<file path="src/rtl/sico_stream_tap.sv">
// -----------------------------------------------------------------------------
// sico_stream_tap
//
// Passive tap on a valid/ready link that feeds a change-triggered recorder.
// Each accepted beat is buffered in a small FIFO and re-emitted as a held
// record word {seq, data}. The seq field advances on every emitted word, so
// back-to-back identical beats still appear as distinct changes downstream.
// Emission is paced so every record word stays stable for at least HOLD
// cycles.
//
// Ports
//   clk_i        : clock, all state updates on the rising edge
//   reset_i      : synchronous, active-high reset
//   en_i         : capture enable (draining continues when low)
//   tap_valid_i  : valid of the observed link
//   tap_ready_i  : ready of the observed link
//   tap_data_i   : data of the observed link
//   rec_val_o    : record word {seq, data}, seq in the MSBs
//   pending_o    : FIFO non-empty after the current edge
//   overflow_o   : sticky, set when any beat is dropped
//   drop_cnt_o   : saturating count of dropped beats
// -----------------------------------------------------------------------------
module sico_stream_tap #(
    parameter int WIDTH = 8,
    parameter int SEQ_W = 4,
    parameter int DEPTH = 8,
    parameter int HOLD  = 1,
    parameter int CNT_W = 16
) (
    input  logic                   clk_i,
    input  logic                   reset_i,
    input  logic                   en_i,
    input  logic                   tap_valid_i,
    input  logic                   tap_ready_i,
    input  logic [WIDTH-1:0]       tap_data_i,
    output logic [SEQ_W+WIDTH-1:0] rec_val_o,
    output logic                   pending_o,
    output logic                   overflow_o,
    output logic [CNT_W-1:0]       drop_cnt_o
);

    localparam int AW = $clog2(DEPTH);
    localparam int HW = (HOLD > 1) ? $clog2(HOLD) : 1;
    localparam logic [HW-1:0] HOLD_RELOAD = HW'(HOLD - 1);

    logic [WIDTH-1:0] mem [DEPTH];

    // Pointers carry one extra wrap bit so full and empty are distinguishable.
    logic [AW:0]      wr_ptr;
    logic [AW:0]      rd_ptr;
    logic [AW:0]      wr_ptr_nxt;
    logic [AW:0]      rd_ptr_nxt;
    logic [SEQ_W-1:0] seq;
    logic [SEQ_W-1:0] seq_inc;
    logic [HW-1:0]    hold_cnt;

    logic empty;
    logic full;
    logic capture;
    logic pop;
    logic push;
    logic drop;

    // NOTE: every signal assigned here is fully specified on every path, so
    // no latch can be inferred.
    always_comb begin
        empty      = (wr_ptr == rd_ptr);
        full       = (wr_ptr[AW] != rd_ptr[AW]) &&
                     (wr_ptr[AW-1:0] == rd_ptr[AW-1:0]);
        capture    = en_i && tap_valid_i && tap_ready_i;
        // Pop looks at occupancy before this edge's push: no same-edge bypass.
        pop        = !empty && (hold_cnt == '0);
        // A pop frees a slot at the same edge, so a full FIFO still accepts.
        push       = capture && (!full || pop);
        drop       = capture && full && !pop;
        wr_ptr_nxt = wr_ptr + (AW + 1)'(push);
        rd_ptr_nxt = rd_ptr + (AW + 1)'(pop);
        seq_inc    = seq + SEQ_W'(1);
    end

    // NOTE: the storage array has no reset; validity is tracked entirely by
    // the pointers, and leaving it unreset keeps it mappable to plain RAM.
    always_ff @(posedge clk_i) begin
        if (push) begin
            mem[wr_ptr[AW-1:0]] <= tap_data_i;
        end
    end

    // NOTE: sequential state uses non-blocking assignments so that the read
    // of mem at the head sees the pre-edge contents even when a push writes
    // the same slot (full FIFO with simultaneous push and pop).
    always_ff @(posedge clk_i) begin
        if (reset_i) begin
            wr_ptr     <= '0;
            rd_ptr     <= '0;
            seq        <= '0;
            hold_cnt   <= '0;
            rec_val_o  <= '0;
            pending_o  <= 1'b0;
            overflow_o <= 1'b0;
            drop_cnt_o <= '0;
        end else begin
            wr_ptr    <= wr_ptr_nxt;
            rd_ptr    <= rd_ptr_nxt;
            pending_o <= (wr_ptr_nxt != rd_ptr_nxt);

            if (pop) begin
                seq       <= seq_inc;
                rec_val_o <= {seq_inc, mem[rd_ptr[AW-1:0]]};
                hold_cnt  <= HOLD_RELOAD;
            end else if (hold_cnt != '0) begin
                hold_cnt <= hold_cnt - HW'(1);
            end

            if (drop) begin
                overflow_o <= 1'b1;
                if (drop_cnt_o != '1) begin
                    drop_cnt_o <= drop_cnt_o + CNT_W'(1);
                end
            end
        end
    end

endmodule

</file>
<file path="config.mk">
export PLATFORM = sky130hd
export DESIGN_NAME = sico_stream_tap
export DESIGN_NICKNAME = d
export VERILOG_FILES = /design/src/rtl/sico_stream_tap.sv
export SDC_FILE = /design/constraint.sdc
export NUM_CORES = 1
export LEC_CHECK = 0
export CORE_ASPECT_RATIO = 1.2
export CORE_MARGIN = 10
export CORE_UTILIZATION = 60
export DETAILED_ROUTE_END_ITERATION = 16
export GPL_ROUTABILITY_DRIVEN = 0
export PLACE_DENSITY = 0.84
export RECOVER_POWER = 25
export SYNTH_ARGS = -nofsm -noshare
export SYNTH_HDL_FRONTEND = slang
export SYNTH_SLANG_ARGS = --single-unit
</file>
<file path="constraint.sdc">
create_clock -name clk_i -period 5.8 [get_ports clk_i]
set_input_delay 1.16 -clock clk_i [delete_from_list [all_inputs] [get_ports clk_i]]
set_output_delay 1.16 -clock clk_i [all_outputs]
set_load 0.02 [all_outputs]
</file>
==> metrics.md, run 1 <==
| Metric | Value |
|---|---|
| Outcome | complete, no violations |
| Final Hold Fails | 0 |
| Area leader, netlist | edfxtp_1 |
| Register-to-register setup slack | 2.76 ns |
| Layout cells sized above 1 | 10.5% |
| Chip width | 96.7 µm |
| Area Overhead vs Synth | 15.9% |
| Clock share of power | between 30% and 40% |
| Switching pwr | 0.341 mW |
| Post-CTS setup buffers | 0 |
| Residual DRC | 0 |
| CTS Buf Count | 9 |
| Die area | approximately 0.011 mm² |
| WP data required | roughly 5.8 ns |
| Top cells by area, synth | edfxtp_1, dfxtp_1, mux4_2 |
| Overall Power | between 1 and 1.5 mW |
| P_leak | about 1.5 nW |
| Total gr overflow | 0 |
| DP HPWL | between 5 and 6 mm |
| WP data arrival | 3.08 ns |
| Synth cell types | 38 |
| GRT Total Usage | between 10% and 20% |
| First-pass GRT wire length | 13.0 mm |
| Sequential element share of the synthesized area | 63.8% |
| Hold Crit Class | reg2reg |
| Crit share post-route | 53.2% |
| First drt pass iteration count | 5 |
| Reg2Reg Depth | 7 |
| Vias per std cell | 5.91 |
| Routed WL | about 8 mm |
| DR WL/cell | 18.3 µm |
| Vias | 2549 |
| Worst slew margin | 21.4% |
| Die height | 112 µm |
| Row count | 33 |
| Seq cells post-synth | 103 |
| Pwr dens | 279 mW/mm² |
| Worst-Skew Late Latency | 0.38 ns |
| CTS clk-pin slew, worst paths | 0.10 ns |
| Syn nets | 317 |
| Hold path startpoint | overflow_o$_SDFFE_PP0P_ |
| Final WS setup | 2.71 ns |
| Minimum clock period | 3.09 ns |
| Setup violations, final | 0 |
| Top cells by count, synth | edfxtp_1, dfxtp_1, nor2_1 |
| Synth Flop Type | edfxtp_1 |
| Num ports | 43 |
| Crit Path Class | in2reg |
| Syn Std Cell Area | about 0.0042 mm² |
| Core area | 0.00685 mm² |
| Clk_skew | approximately 0.015 ns |
| Final #Nets | approximately 360 |
| Initial Util | 61.8% |
| R2r startpoint | rd_ptr[1]$_SDFF_PP0_ |
| RR Endpoint | pending_o$_SDFF_PP0_ |
| Post-DRT Antenna Nets | 0 |
| Crit-path max FO | 8 |
| CTS tree | done |
| Pre-CTS setup slack | 2.30 ns |
| Worst vdd ir | about 0.00028 V |
| H-tree depth | 3 |
| Mean area per synthesized cell | 14.2 µm² |
| Worst Tran Pin Value | around 1.2 ns |
| CP Capture Type | flop |
| Peak Freq | 0.324 GHz |
| Setup crit start kind | primary input |
| Logic gate share of total power | 9.8% |
| RSZ-0062 raised after global routing | no |
| CTS hold repair buffers | 0 |
| Pin count of the biggest net entering global routing | 40 |
| Ys async rst share | 0% |
| Clk root buf | clkbuf_8 |
| Post-synth EDFFs | 64 |
| Hold Crit Depth | 2 |
| Ys Warns | 0 |
| Number of global-route vias before repair | 2610 |
| Most frequent cell after synthesis | edfxtp_1 |
| Fillers | 478 |
| PortBufs | 42 |
| Cells after Synth | 298 |
| Hold Path End | overflow_o$_SDFFE_PP0P_ |
| Initial DRC Count | between 80 and 90 |
| Post-CTS sizing | 0 |
| Internal | roughly 1.0 mW |
| Final antenna diode count | 0 |
| Max Buffers Root-to-Sink | 2 |
| Seq pwr share | about three fifths |
| Initial antenna violation count | 0 |
| Final slew viol count | 0 |
| Area share of the largest cell type after synthesis | 45.4% |
| Switching Fraction | 24.9% |
| Sink Count | 103 |
| Setup TNS | 0 ns |
| Max cap viols | 0 |
-- power groups by stage --
stage                     registers (mW)  clock network (mW)  logic, mW
after floorplan                    0.828                   0     0.0775
after global placement             0.818                   0      0.133
after detailed placement           0.819                   0      0.137
after CTS                          0.802               0.445      0.137
after global routing               0.804               0.474      0.146
final                              0.802               0.434      0.134
-- area by class of cell --
class | count | area, µm² | area share [%]
sequential | 103 | 2700 | 55.1
multi-input combinational | 181 | 1470 | 29.9
timing repair buffer | 44 | 435 | 8.88
clock buffer | 9 | 124 | 2.52
tap | 87 | 109 | 2.22
clock inverter | 7 | 70.1 | 1.43
-- metrics by stage --
step / utilization, % / hold slack, ns / instances / area [µm²]
final: 71.6 / 0.479 / 431 / 4910
after global routing: 71.6 / 0.532 / 431 / 4910
after CTS: 71.6 / 0.492 / 431 / 4910
after detailed placement: 68.7 / 0.467 / 415 / 4710
after global placement: 68.7 / 0.453 / 415 / 4710
after floorplan: - / 0.555 / 298 / 4230
-- kinds of logic (layout without fill, tap and decap cells) --
group	after synthesis	in the layout	synth area share (%)
other	1	1	0.0886
xor gates and xnor gates	20	20	4.94
and+or+nand+nor	95	95	11.5
DFF	103	103	63.8
muxes	25	25	11.0
buffers and inverters	14	60	1.71
adders and majority gates	6	6	1.77
AOI/OAI and AO/OA	34	34	5.17
-- worst max-delay path, stage by stage --
cell and delay [ns]:
clkdlybuf4s50_1 0.45, and3_1 0.23, o21a_1 0.20, nand2_1 0.12, nor3_1 0.91
-- placed cells by master, fill, tap and decap left out, types with 5 or more instances in the layout --
master            n
xnor2_1          12
or3_1             6
mux4_2           12
a21oi_1          11
ha_1              6
nand3_1          10
dfxtp_1          39
nor2_1           31
dlygate4sd3_1     7
a211oi_1          8
and3_1            5
o21ai_0           6
mux2i_1           9
nand2_1          12
xor2_1            5
clkbuf_8          9
edfxtp_1         64
clkdlybuf4s50_1  35
nand4_1           6
-- worst max path at each step --
stage	from	end	slack [ns]	cells after the start
final	tap_ready_i	mem[1][0]$_DFFE_PP_	2.71	5
after detailed placement	tap_ready_i	mem[1][4]$_DFFE_PP_	2.30	5
after CTS	tap_ready_i	mem[1][7]$_DFFE_PP_	2.68	5
after floorplan	tap_ready_i	drop_cnt_o[11]$_SDFFE_PP0P_	3.15	6
after global placement	tap_ready_i	mem[1][1]$_DFFE_PP_	2.41	5
after global routing	rd_ptr[1]$_SDFF_PP0_	pending_o$_SDFF_PP0_	2.49	7
-- per-layer routing --
metal	GRT usage [%]	share of wire, %
met2	26.1	52
met5	0	0
met1	15.9	40
met4	6.80	1.7
met3	3.87	5.9
-- state kept, by name, summed over array words and instances, names as in the netlist --
register	count
rd_ptr	4
drop_cnt_o	16
mem	64
wr_ptr	4
pending_o	1
rec_val_o	12
hold_cnt	1
overflow_o	1
Power figures use the tool's default switching activity.
==> run 2: changes to the inputs <==
Settings changed: CORE_UTILIZATION 60 to 56, PLACE_DENSITY 0.84 to 0.79.
Clock period 5.8 ns to 2.93 ns, I/O delays scaled along.
==> run 2 against run 1 <==
Compared with the run above: clock skew down 0.0038 ns; critical path type unchanged; largest cell class unchanged; critical path depth is 1 higher; critical endpoint is now drop_cnt_o[11]$_SDFFE_PP0P_; core utilization shrank 2.7 points; cell area is 2.8% higher.
==> metrics.md, run 2 (same netlist as run 1, synthesis figures left out) <==
| Metric | Value |
|---|---|
| Initial antenna violation count | 0 (unchanged) |
| Post-CTS setup buffers | 0 (unchanged) |
| RR Endpoint | drop_cnt_o[7]$_SDFFE_PP0P_ |
| Routed WL | 8.27 mm (+5.0%) |
| First drt pass iteration count | 4 (-1) |
| Final Hold Fails | 0 (unchanged) |
| Hold Crit Class | reg2reg |
| First-pass GRT wire length | 13.6 mm (+4.8%) |
| Register-to-register setup slack | 0.73 ns (-2.03 ns) |
| Setup violations, final | 0 (unchanged) |
| Final cell count without fillers | 448 (+3.9%) |
| CTS hold repair buffers | 0 (unchanged) |
| Most frequent cells in the layout | edfxtp_1, dfxtp_1, clkdlybuf4s50_1, nor2_1, buf_4 |
| Max FFs per register | 64 (unchanged) |
| Switching pwr | 0.672 mW (+97%) |
| Hold path startpoint | overflow_o$_SDFFE_PP0P_ |
| Min Hold Slack | 0.477 ns (-0.00214 ns) |
| Switching Fraction | 24.0% (-0.89 points) |
| Final slew viol count | 0 (unchanged) |
| Seq pwr share | 56.8% (-1.7 points) |
| Sink Count | 103 (unchanged) |
| Number of global-route vias before repair | 2730 (+4.6%) |
| CTS clk-pin slew, worst paths | 0.10 ns (about the same) |
| Minimum clock period | 2.30 ns |
| Pre-CTS setup slack | 0.249 ns (-2.05 ns) |
| Vias per std cell | 5.82 (-1.6%) |
| Row count | 34 (+3.0%) |
| Setup crit start kind | primary input |
| Total gr overflow | 0 (unchanged) |
| R2r startpoint | drop_cnt_o[0]$_SDFFE_PP0P_ |
| Num ports | 43 (unchanged) |
| WP data required | 3.23 ns (-2.56 ns) |
| Crit Path Class | in2reg |
| Max Buffers Root-to-Sink | 2 (unchanged) |
| GRT Total Usage | 15.0% (+0.37 points) |
| Post-CTS sizing | 0 (unchanged) |
| Hold Crit Depth | 2 (unchanged) |
| DP HPWL | 5.80 mm (+3.9%) |
| Worst-Skew Late Latency | 0.37 ns (about the same) |
| Clock share of power | 33.6% (+1.9 points) |
| CTS tree | done |
| Initial Util | 57.8% (-3.9 points) |
| Hold Path End | overflow_o$_SDFFE_PP0P_ |
| Core area | 0.00732 mm² (+6.8%) |
| Post-DRT Antenna Nets | 0 (unchanged) |
| Clk_skew | 0.0114 ns (-0.00383 ns) |
| Setup TNS | 0 ns (unchanged) |
| Reg2Reg Depth | 7 (unchanged) |
| Most common cell after layout, fill and taps aside | edfxtp_1 |
| Chip width | 99.4 µm (+2.8%) |
| Final WS setup | 0.630 ns (-2.08 ns) |
| H-tree depth | 3 (unchanged) |
| Peak Freq | 0.435 GHz |
| Worst slew margin | 62.6% (+41 points) |
| CTS Buf Count | 9 (unchanged) |
| P_leak | 1.63 nW (+5.5%) |
| Layout cells sized above 1 | 14.0% (+3.5 points) |
| Crit share post-route | about four fifths |
| Overall Power | 2.79 mW (+100%) |
| Max cap viols | 0 (unchanged) |
| Logic gate share of total power | 9.6% (-0.2 points) |
| Initial DRC Count | 101 (+13%) |
| WP data arrival | 2.60 ns (-0.48 ns) |
| RSZ-0062 raised after global routing | no |
| Placed insts | 432 (+4.1%) |
| Outcome | complete, no violations |
| Worst vdd ir | 0.000481 V (+73%) |
| Vias | 2607 (+2.3%) |
| Clk root buf | clkbuf_8 |
| Crit-path max FO | 8 (unchanged) |
| PortBufs | 42 (unchanged) |
| Final antenna diode count | 0 (unchanged) |
| Die height | 115 µm (+2.9%) |
| Final #Nets | 372 (+3.9%) |
| Area Overhead vs Synth | 19.1% |
| Worst Tran Pin Value | 0.556 ns (-0.614 ns) |
| CP Capture Type | flop |
| DR WL/cell | 18.5 µm (+0.97%) |
| Residual DRC | 0 (unchanged) |
| Die area | 0.0115 mm² (+5.7%) |
| Pin count of the biggest net entering global routing | 22 (-45%) |
| Internal | 2.12 mW (+110%) |
| Pwr dens | 554 mW/mm² (+99%) |
[run 2: cell type report]
type,count,area (µm²)
sequential,103,2700
clock buffer,9,124
multi-input combinational,181,1470
timing repair buffer,58,541
clock inverter,7,96.3
tap,90,113
fill,503,2280
[run 2: per-stage QoR]
step | instance area (µm²) | util [%]
after floorplan | 4230 | -
final | 5040 | 68.9
after global routing | 5040 | 68.9
after global placement | 4820 | 65.9
after detailed placement | 4820 | 65.9
after CTS | 5040 | 68.9
[run 2: how the worst max path moves through the flow]
stage                                       end  slack [ns]                       start  depth (start not counted)
global placement     drop_cnt_o[8]$_SDFFE_PP0P_        0.32                 tap_ready_i                          7
floorplan           drop_cnt_o[11]$_SDFFE_PP0P_        0.85                 tap_ready_i                          6
global route         drop_cnt_o[6]$_SDFFE_PP0P_        0.51  drop_cnt_o[0]$_SDFFE_PP0P_                          7
detailed placement   drop_cnt_o[4]$_SDFFE_PP0P_        0.25                 tap_valid_i                          7
finish              drop_cnt_o[11]$_SDFFE_PP0P_        0.63                 tap_valid_i                          6
CTS                  drop_cnt_o[4]$_SDFFE_PP0P_        0.64                 tap_valid_i                          7
[run 2: critical path: stages]
cell             delay (ns)
clkdlybuf4s50_1        0.46
and3_1                 0.22
nand3_1                0.15
or3_1                  0.49
or4_1                  0.53
a21oi_1                0.16
[run 2: power groups by stage]
stage | Clock [mW] | Combinational [mW] | Sequential (mW)
after CTS | 0.965 | 0.276 | 1.59
after global routing | 1.01 | 0.294 | 1.59
after global placement | 0 | 0.267 | 1.62
after detailed placement | 0 | 0.275 | 1.62
final | 0.939 | 0.269 | 1.59
after floorplan | 0 | 0.153 | 1.64
[run 2: layer usage]
metal	vias up	global-route usage (%)	part of all wire (%)
li1	1251	-	-
met1	1263	16.6	40
met2	78	26.7	53
met3	15	2.94	5.3
met4	0	8.04	2.3
met5	-	0	0
